===== src/rtl/sysref_monitor.sv =====
// SYSREF monitor: edge detect, period/phase measurement, lock tracking, loss counting, optional armed sync.
// Latency: sysref_edge_o, phase_o, period_o, locked_o and sync_o all update 1 cycle after pl_sysref_i is sampled high.
// Backpressure: none; a free-running monitor that observes every cycle and never stalls.
//
// Optional feature: define SYSREF_MON_SYNC_EN to build the arm/sync logic; otherwise armed_o/sync_o are tied 0.
//
// Ports:
//   sysclk_i           SYSREF-aligned system clock (only clock)
//   rst_n_i            asynchronous active-low reset
//   pl_sysref_i        SYSREF already captured in sysclk_i domain
//   expected_period_i  expected period in sysclk_i cycles, 0 disables lock
//   arm_i              single-cycle request to emit sync_o on a later locked edge
//   clr_err_i          single-cycle clear of err_count_o
//   sysref_edge_o      one-cycle pulse per SYSREF rising edge
//   period_o           last measured edge-to-edge period
//   phase_o            cycles since last edge (saturating)
//   locked_o           period stable and equal to expected_period_i
//   err_count_o        saturating count of lock-loss events
//   armed_o            arm pending
//   sync_o             one-cycle sync pulse, coincident with sysref_edge_o
module sysref_monitor #(
    parameter int PERIOD_W   = 16,
    parameter int LOCK_COUNT = 8
) (
    input  logic                sysclk_i,
    input  logic                rst_n_i,
    input  logic                pl_sysref_i,
    input  logic [PERIOD_W-1:0] expected_period_i,
    input  logic                arm_i,
    input  logic                clr_err_i,
    output logic                sysref_edge_o,
    output logic [PERIOD_W-1:0] period_o,
    output logic [PERIOD_W-1:0] phase_o,
    output logic                locked_o,
    output logic [7:0]          err_count_o,
    output logic                armed_o,
    output logic                sync_o
);

    typedef enum logic [1:0] {
        ST_IDLE   = 2'd0,
        ST_TRACK  = 2'd1,
        ST_LOCKED = 2'd2
    } state_t;

    state_t              state_q;
    state_t              state_d;
    logic                sysref_q;
    logic                live_q;
    logic [7:0]          match_q;
    logic [7:0]          match_d;
    logic                err_inc;
    logic                sref_rise;
    logic                phase_max;
    logic                period_ok;
    logic [PERIOD_W-1:0] meas;

    // live_q masks the first cycle after reset release so a SYSREF level
    // that is already high is not mistaken for a rising edge.
    assign sref_rise = pl_sysref_i & ~sysref_q & live_q;
    assign phase_max = &phase_o;
    // Phase counter holds (cycles since edge - 1), so the period is one more.
    assign meas      = phase_o + {{(PERIOD_W-1){1'b0}}, 1'b1};
    assign period_ok = (meas == expected_period_i) && (expected_period_i != '0);

    always_comb begin
        state_d = state_q;
        match_d = match_q;
        err_inc = 1'b0;
        case (state_q)
            ST_IDLE: begin
                if (sref_rise) begin
                    state_d = ST_TRACK;
                    match_d = 8'd0;
                end
            end
            ST_TRACK: begin
                if (sref_rise) begin
                    if (period_ok) begin
                        match_d = match_q + 8'd1;
                        if (match_q == 8'(LOCK_COUNT - 1)) begin
                            state_d = ST_LOCKED;
                        end
                    end else begin
                        match_d = 8'd0;
                    end
                end else if (phase_max) begin
                    state_d = ST_IDLE;
                    match_d = 8'd0;
                end
            end
            ST_LOCKED: begin
                if (sref_rise) begin
                    if (!period_ok) begin
                        state_d = ST_TRACK;
                        match_d = 8'd0;
                        err_inc = 1'b1;
                    end
                end else if (phase_max) begin
                    state_d = ST_IDLE;
                    match_d = 8'd0;
                    err_inc = 1'b1;
                end
            end
            default: begin
                state_d = ST_IDLE;
                match_d = 8'd0;
            end
        endcase
    end

    always_ff @(posedge sysclk_i or negedge rst_n_i) begin
        if (!rst_n_i) begin
            state_q       <= ST_IDLE;
            match_q       <= 8'd0;
            sysref_q      <= 1'b0;
            live_q        <= 1'b0;
            sysref_edge_o <= 1'b0;
            phase_o       <= '0;
            period_o      <= '0;
            locked_o      <= 1'b0;
            err_count_o   <= 8'd0;
        end else begin
            state_q       <= state_d;
            match_q       <= match_d;
            sysref_q      <= pl_sysref_i;
            live_q        <= 1'b1;
            sysref_edge_o <= sref_rise;
            locked_o      <= (state_d == ST_LOCKED);

            if (sref_rise) begin
                phase_o <= '0;
            end else if (!phase_max) begin
                phase_o <= meas;
            end

            // The first edge only starts the measurement.
            if (sref_rise && (state_q != ST_IDLE)) begin
                period_o <= meas;
            end

            if (clr_err_i) begin
                err_count_o <= 8'd0;
            end else if (err_inc && (err_count_o != 8'hFF)) begin
                err_count_o <= err_count_o + 8'd1;
            end
        end
    end

`ifdef SYSREF_MON_SYNC_EN
    logic sync_fire;

    // Fires on an edge whose cycle will show locked_o=1 while an arm was
    // already pending; an arm_i in the same cycle re-arms for a later edge.
    assign sync_fire = sref_rise & armed_o & (state_d == ST_LOCKED);

    always_ff @(posedge sysclk_i or negedge rst_n_i) begin
        if (!rst_n_i) begin
            armed_o <= 1'b0;
            sync_o  <= 1'b0;
        end else begin
            armed_o <= (armed_o & ~sync_fire) | arm_i;
            sync_o  <= sync_fire;
        end
    end
`else
    logic unused_arm;

    assign unused_arm = arm_i;
    assign armed_o    = 1'b0;
    assign sync_o     = 1'b0;
`endif

endmodule


===== config.mk =====
export PLATFORM = sky130hd
export DESIGN_NAME = sysref_monitor
export DESIGN_NICKNAME = d
export VERILOG_FILES = /design/src/rtl/sysref_monitor.sv
export SDC_FILE = /design/constraint.sdc
export NUM_CORES = 1
export LEC_CHECK = 0
export ABC_AREA = 1
export BUFFER_PORTS_ARGS = -buffer_cell sky130_fd_sc_hd__buf_2
export CAP_MARGIN = 20
export CORE_MARGIN = 2
export CORE_UTILIZATION = 41
export DETAILED_ROUTE_END_ITERATION = 16
export GPL_TIMING_DRIVEN = 0
export SYNTH_ARGS = -nofsm -noshare
export SYNTH_HDL_FRONTEND = slang
export SYNTH_SLANG_ARGS = --single-unit

===== constraint.sdc =====
create_clock -name sysclk_i -period 2.9 [get_ports sysclk_i]
set_clock_uncertainty 0.15 [all_clocks]
set_input_delay 0.435 -clock sysclk_i [delete_from_list [all_inputs] [get_ports sysclk_i]]
set_output_delay 0.435 -clock sysclk_i [all_outputs]
set_load 0.01 [all_outputs]

* Word-level counts from Yosys, hierarchy flattened *
Index checks and enable logic that the tools add are counted.

cells by class
  add/sub/neg operators = 3
  multiply operators = 0
  div/mod/pow operators = 0
  magnitude comparators = 0
  equal/unequal tests = 9
  shifts and indexed selects = 0
  multiplexer cells = 23
  bitwise logic cells = 3
  reduce and logical (&&, ||, !) cells = 9

operator list
  cell                                           number
  two-way mux 8 bit                              8
  two-way mux 16 bit                             2
  case mux 8 bit (3 select lines)                1
  adder 16 x 1 -> 16 bit, second input constant  1
  adder 8 x 1 -> 8 bit, second input constant    2
  == test 16 bit                                 1
  AND reduction 16 bit                           1
  nonzero test 16 bit                            1
  two-way mux 2 bit                              7
  == test 8 x 3 -> 1 bit, second input constant  1
  inequality test 8 bit, second input constant   1
  case mux 2 bit (3 select lines)                1
  == test 2 bit, second input constant           2
  two-way mux 1 bit                              4
  inequality test 2 bit, second input constant   2
  nonzero test 2 bit                             2
  logical AND 1 bit                              3
  inequality test 3 bit, second input constant   1
  bitwise AND 1 bit                              2
  == test 2 x 1 -> 1 bit, second input constant  1
  zero test 2 bit                                1
  AND reduction 2 bit                            1
  inverter 1 bit                                 1

word-level totals
  bits in registers = 54
  latch bits = 0
  bits in writable memories = 0
  bits in read-only memories = 0
  input bits = 21
  output and inout bits = 44
  logic and storage cells = 56
  memories kept = 0

* Longest topological paths before layout *
  depth after elaboration = 9
  gate-level depth with buffers = 17

* Least setup slack after synthesis *
OpenSTA, ideal clock, no wires.

  path type = reg-to-reg
  from = register phase_o[0]
  to = register err_count_o[5]
  library setup time = 120 ps
  arrival = 2,141 ps
  path slack = 489 ps
  stages on the path, launching flop included = 18
  path through = dfrtp_1 -> ha_1 -> nand2_2 -> nor2_4 -> nand2_1 -> nor2_2 -> or2_2 -> nand2_1 -> nand2_1 -> nand2_1 -> nand2_1 -> nor2_4 -> nand2_4 -> nand4_1 -> nand2_2 -> buf_6 -> nand2_1 -> o21ai_2

on the way
  longest elaborated chain between the ends = 8
  elaborated cells on any way between the ends = 10
  those cells by class = add/sub: 1; eq/ne: 1; mux: 4; reduce/logical: 4

ends and longest elaborated chain
  item                                   RTL line  text
  start: declaration                     33        output logic [PERIOD_W-1:0] phase_o,
  start signal: assignment               134       phase_o <= meas;
  adder 16 x 1 -> 16 bit                 63        assign meas = phase_o + {{(PERIOD_W-1){1'b0}}, 1'b1};
  == test 16 bit                         64        assign period_ok = (meas == expected_period_i) && (expected_period_i != '0);
  logical AND 1 bit                      64
  two-way mux 1 bit                      94        if (!period_ok) begin
  two-way mux 1 bit *                    93        if (sref_rise) begin
  two-way mux 1 bit *                    70        case (state_q)
  logical AND 1 bit *                    144       end else if (err_inc && (err_count_o != 8'hFF)) begin
  nonzero test 2 bit (no source line) *  n/a
  end signal: assignment                 145       err_count_o <= err_count_o + 8'd1;
  end: declaration                       35        output logic [7:0] err_count_o,

Mark *: on every way between the ends. The rest lies on a longest branch, timed or not.
A chain may end at the register's enable or synchronous reset.

* Worst setup path after layout *
  from = register phase_o[0]
  to = register err_count_o[1]

Same word-level chain as after synthesis.

==> flow_summary.ini <==
[timing]
rsz0062_at_grt = false
whs_ns = 0.09657
slew_viol_final = 0
worst_pin_slew_ns = 0.6287
fmax_mhz = 376.4
fin_crit_sh_pct = 91.60
hold_viol = 0
tns_ns = 0
setup_violations = 0
relSlewSlack_pct = 58.09
period_needed_ns = 2.656
setup_slack_ns = 0.2436

[grt]
antenna_found_initial = 0
grt_max_degree = 36
grt_pass1_vias = 2997
grt.overflow.total = 0
grt_pass1_wl_mm = 13.88
track_usage_pct = 20.20

[worst_setup_path]
crit_cells = 17
crit_chain = ha_1, nand2_2, nor2_4, nand2_1, nor2_2, or2_2, nand2_1, nand2_1, nand2_1, nand2_1, nor2_4, nand2_4, nand4_1, nand2_2, buf_6, nand3_1, nand2_1
critical_path_buf_inv_count = 1
cpMostUsedCell = nand2_1
critPathKind = register to register
crit_path_max_incr_delay_ns = 0.49
cp_top_family = simple AND/OR/NAND/NOR gates
rr_startpoint = phase_o[0]
crit_required_ns = 2.97
worst-r2r-cell-count = 17
cp.arrival_ns = 2.73
cp_max_fo = 10
endpoint_kind = register
startpoint = phase_o[0]
cp_slowest_cell = dfrtp_2
cp-start-kind = register

[yosys]
synth_mux_area_share_pct = 0
synth-simple-area-share_pct = 36.11
synth_top_family_by_area = simple AND/OR/NAND/NOR gates
netlist_instances = 444
ys_seq_elements = 54
synth_edf_count = 0
synthesis.area_sq_um = 3243
synth_adder_area_share_pct = 2.701
avgSynthCellArea_sq_um = 7.304
ys.flop_type = dfrtp_1
yosys_warnings = 0
post_synth_xor_area_fraction_pct = 2.160
synth_compound_area_share_pct = 9.259
ys_async_sr_fraction_pct = 100.0
ys_seq_area_share_pct = 41.67
yosysUniqueCellTypes = 34

[placed_design]
place_ws_ns = 0.01844
post-place-cells = 608
portBuffers = 60
routabilityCongestion = 0.9060
place_area_sq_um = 3695
hpwl_mm = 6.244

[layout]
fin_util_pct = 49.51
nNetsFinal = 542
fin_cells = 617
antenna_cells = 0
area_growth_syn_to_layout_pct = 17.36
drive_above_1_share_pct = 20.39
final_cell_area_sq_um = 3806
nFillCells = 819

[run]
maxCapViolCount = 0

[pwr]
power_frac_comb_pct = 33.2
cellLeakagePower_nw = 1.953
internal-power_mw = 1.348
ir_drop_v = 0.0001924
p_per_area_nw_per_um2 = 582.7
fin_total_pwr_mw = 2.218
p_sw_mw = 0.8700
seqPwrFrac_pct = 46.7
clockPowerShare_pct = 20.2
p_sw_share_pct = 39.22

[cts]
cts-htree-levels = 2
cts_tree = built
cts_buffers = 5
clkTransAtPathRegs_ns = 0.11
cts_setup_buffers = 0
cts.sinks = 54
cts.root.buffer_cell = clkbuf_8
clock_path_buffers = 2
insertion_delay_ns = 0.32

[routing]
vias = 3088
viasPerCell = 5.005
drt_iter0_drc = 86
routed_wirelength_mm = 8.290
drt_pass1_iterations = 4
drtAntennaViolNets = 0
drcViolationCount = 0
avgRoutedWirePerCell_um = 13.44

[worst_hold_path]
min_path_cells = 1
min_from = pl_sysref_i
hold_path_class = input port to register

[floorplan]
core_sq_um = 7687
die_w_um = 92.94
initial_utilization_pct = 42.19
io_pins = 65
rows = 32
die_h_um = 92.94
design.die.area_sq_um = 8638

[outcome]
status = finished clean
cell usage in the layout (no fill, tap or decap), types with 6 or more instances in the layout:
cell type,netlist,layout
nand2_1,139,139
buf_2,0,60
dfrtp_1,54,52
inv_1,50,50
nand3_1,38,38
o21ai_0,37,37
nor2_1,30,30
nand4_1,15,15
o21ai_1,7,7
ha_1,7,7
clkbuf_1,6,6
nor2_4,6,6
xor2_1,6,6
flip-flops by register name, summed over array words and instances (netlist names):
register	cells
err_count_o	8
sysref_q	1
period_o	16
state_q	2
live_q	1
match_q	8
locked_o	1
sysref_edge_o	1
phase_o	16
synthesized netlist by cell type, types with 3 or more instances:
cell type  count  area (sq um)
nor2_2         4         25.02
xor2_1         6         52.55
inv_2          3         11.26
nand3_2        5         50.05
ha_1           7         87.58
nand4_1       15         93.84
o21ai_0       37         185.2
dfrtp_1       54          1351
clkbuf_1       6         22.52
a21oi_1        3         15.01
nor2_4         6         67.56
nand3_1       38         190.2
inv_1         50         187.7
nand2_1      139         521.8
o21ai_1        7         35.03
nand2_2        5         31.28
o21ai_2        3         26.28
nor2_1        30         112.6
nor3_1         4         20.02
final cells by class:
class / count / area (sq um) / share of cell area [%]
Multi-Input combinational cell: 327 / 1645 / 43.23
Sequential cell: 54 / 1354 / 35.57
Timing Repair Buffer: 62 / 330.3 / 8.679
Inverter: 54 / 202.7 / 5.325
Tap cell: 102 / 127.6 / 3.353
Clock buffer: 5 / 68.82 / 1.808
Buffer: 10 / 52.55 / 1.381
Clock inverter: 3 / 25.02 / 0.6575
kinds of logic after synthesis:
logic type                 Yosys count
AOI/OAI and AO/OA                   55
xor gates and xnor gates             8
adders and majority gates            7
buffers and inverters               64
DFF                                 54
other                                2
and+or+nand+nor                    254
per-layer routing:
| layer | up-vias | GRT usage, % | part of all wire, % |
|---|---|---|---|
| li1 | 1561 | - | - |
| met1 | 1462 | 25.79 | 45 |
| met2 | 55 | 35.39 | 50 |
| met3 | 10 | 3.173 | 3.6 |
| met4 | 0 | 5.637 | 1.4 |
| met5 | - | 0 | 0 |
repair_timing:
item / CTS / global route
hold endpoints to repair: 19 / 0
setup endpoints to repair: 1 / 19
pin swaps: 0 / 0
gates resized for setup: 1 / 2
hold buffers: 1 / 0
worst paths after layout:
path	to	slack, ns
hold / removal	sysref_q	0.1
setup / recovery	err_count_o[1]	0.24
max in group asynchronous	phase_o[1]	1.57
hold reg to reg	period_o[7]	0.34
min in group asynchronous	sysref_edge_o	0.45
setup reg to reg	err_count_o[1]	0.24
power by group through the flow:
stage	Sequential [mW]	Clock, mW	Combinational, mW
floorplan	1.09	0	0.405
global placement	1.05	0	0.723
detailed placement	1.05	0	0.739
CTS	1.03	0.469	0.742
global route	1.06	0.489	0.843
finish	1.04	0.447	0.735
(Power assumes the default switching activity.)
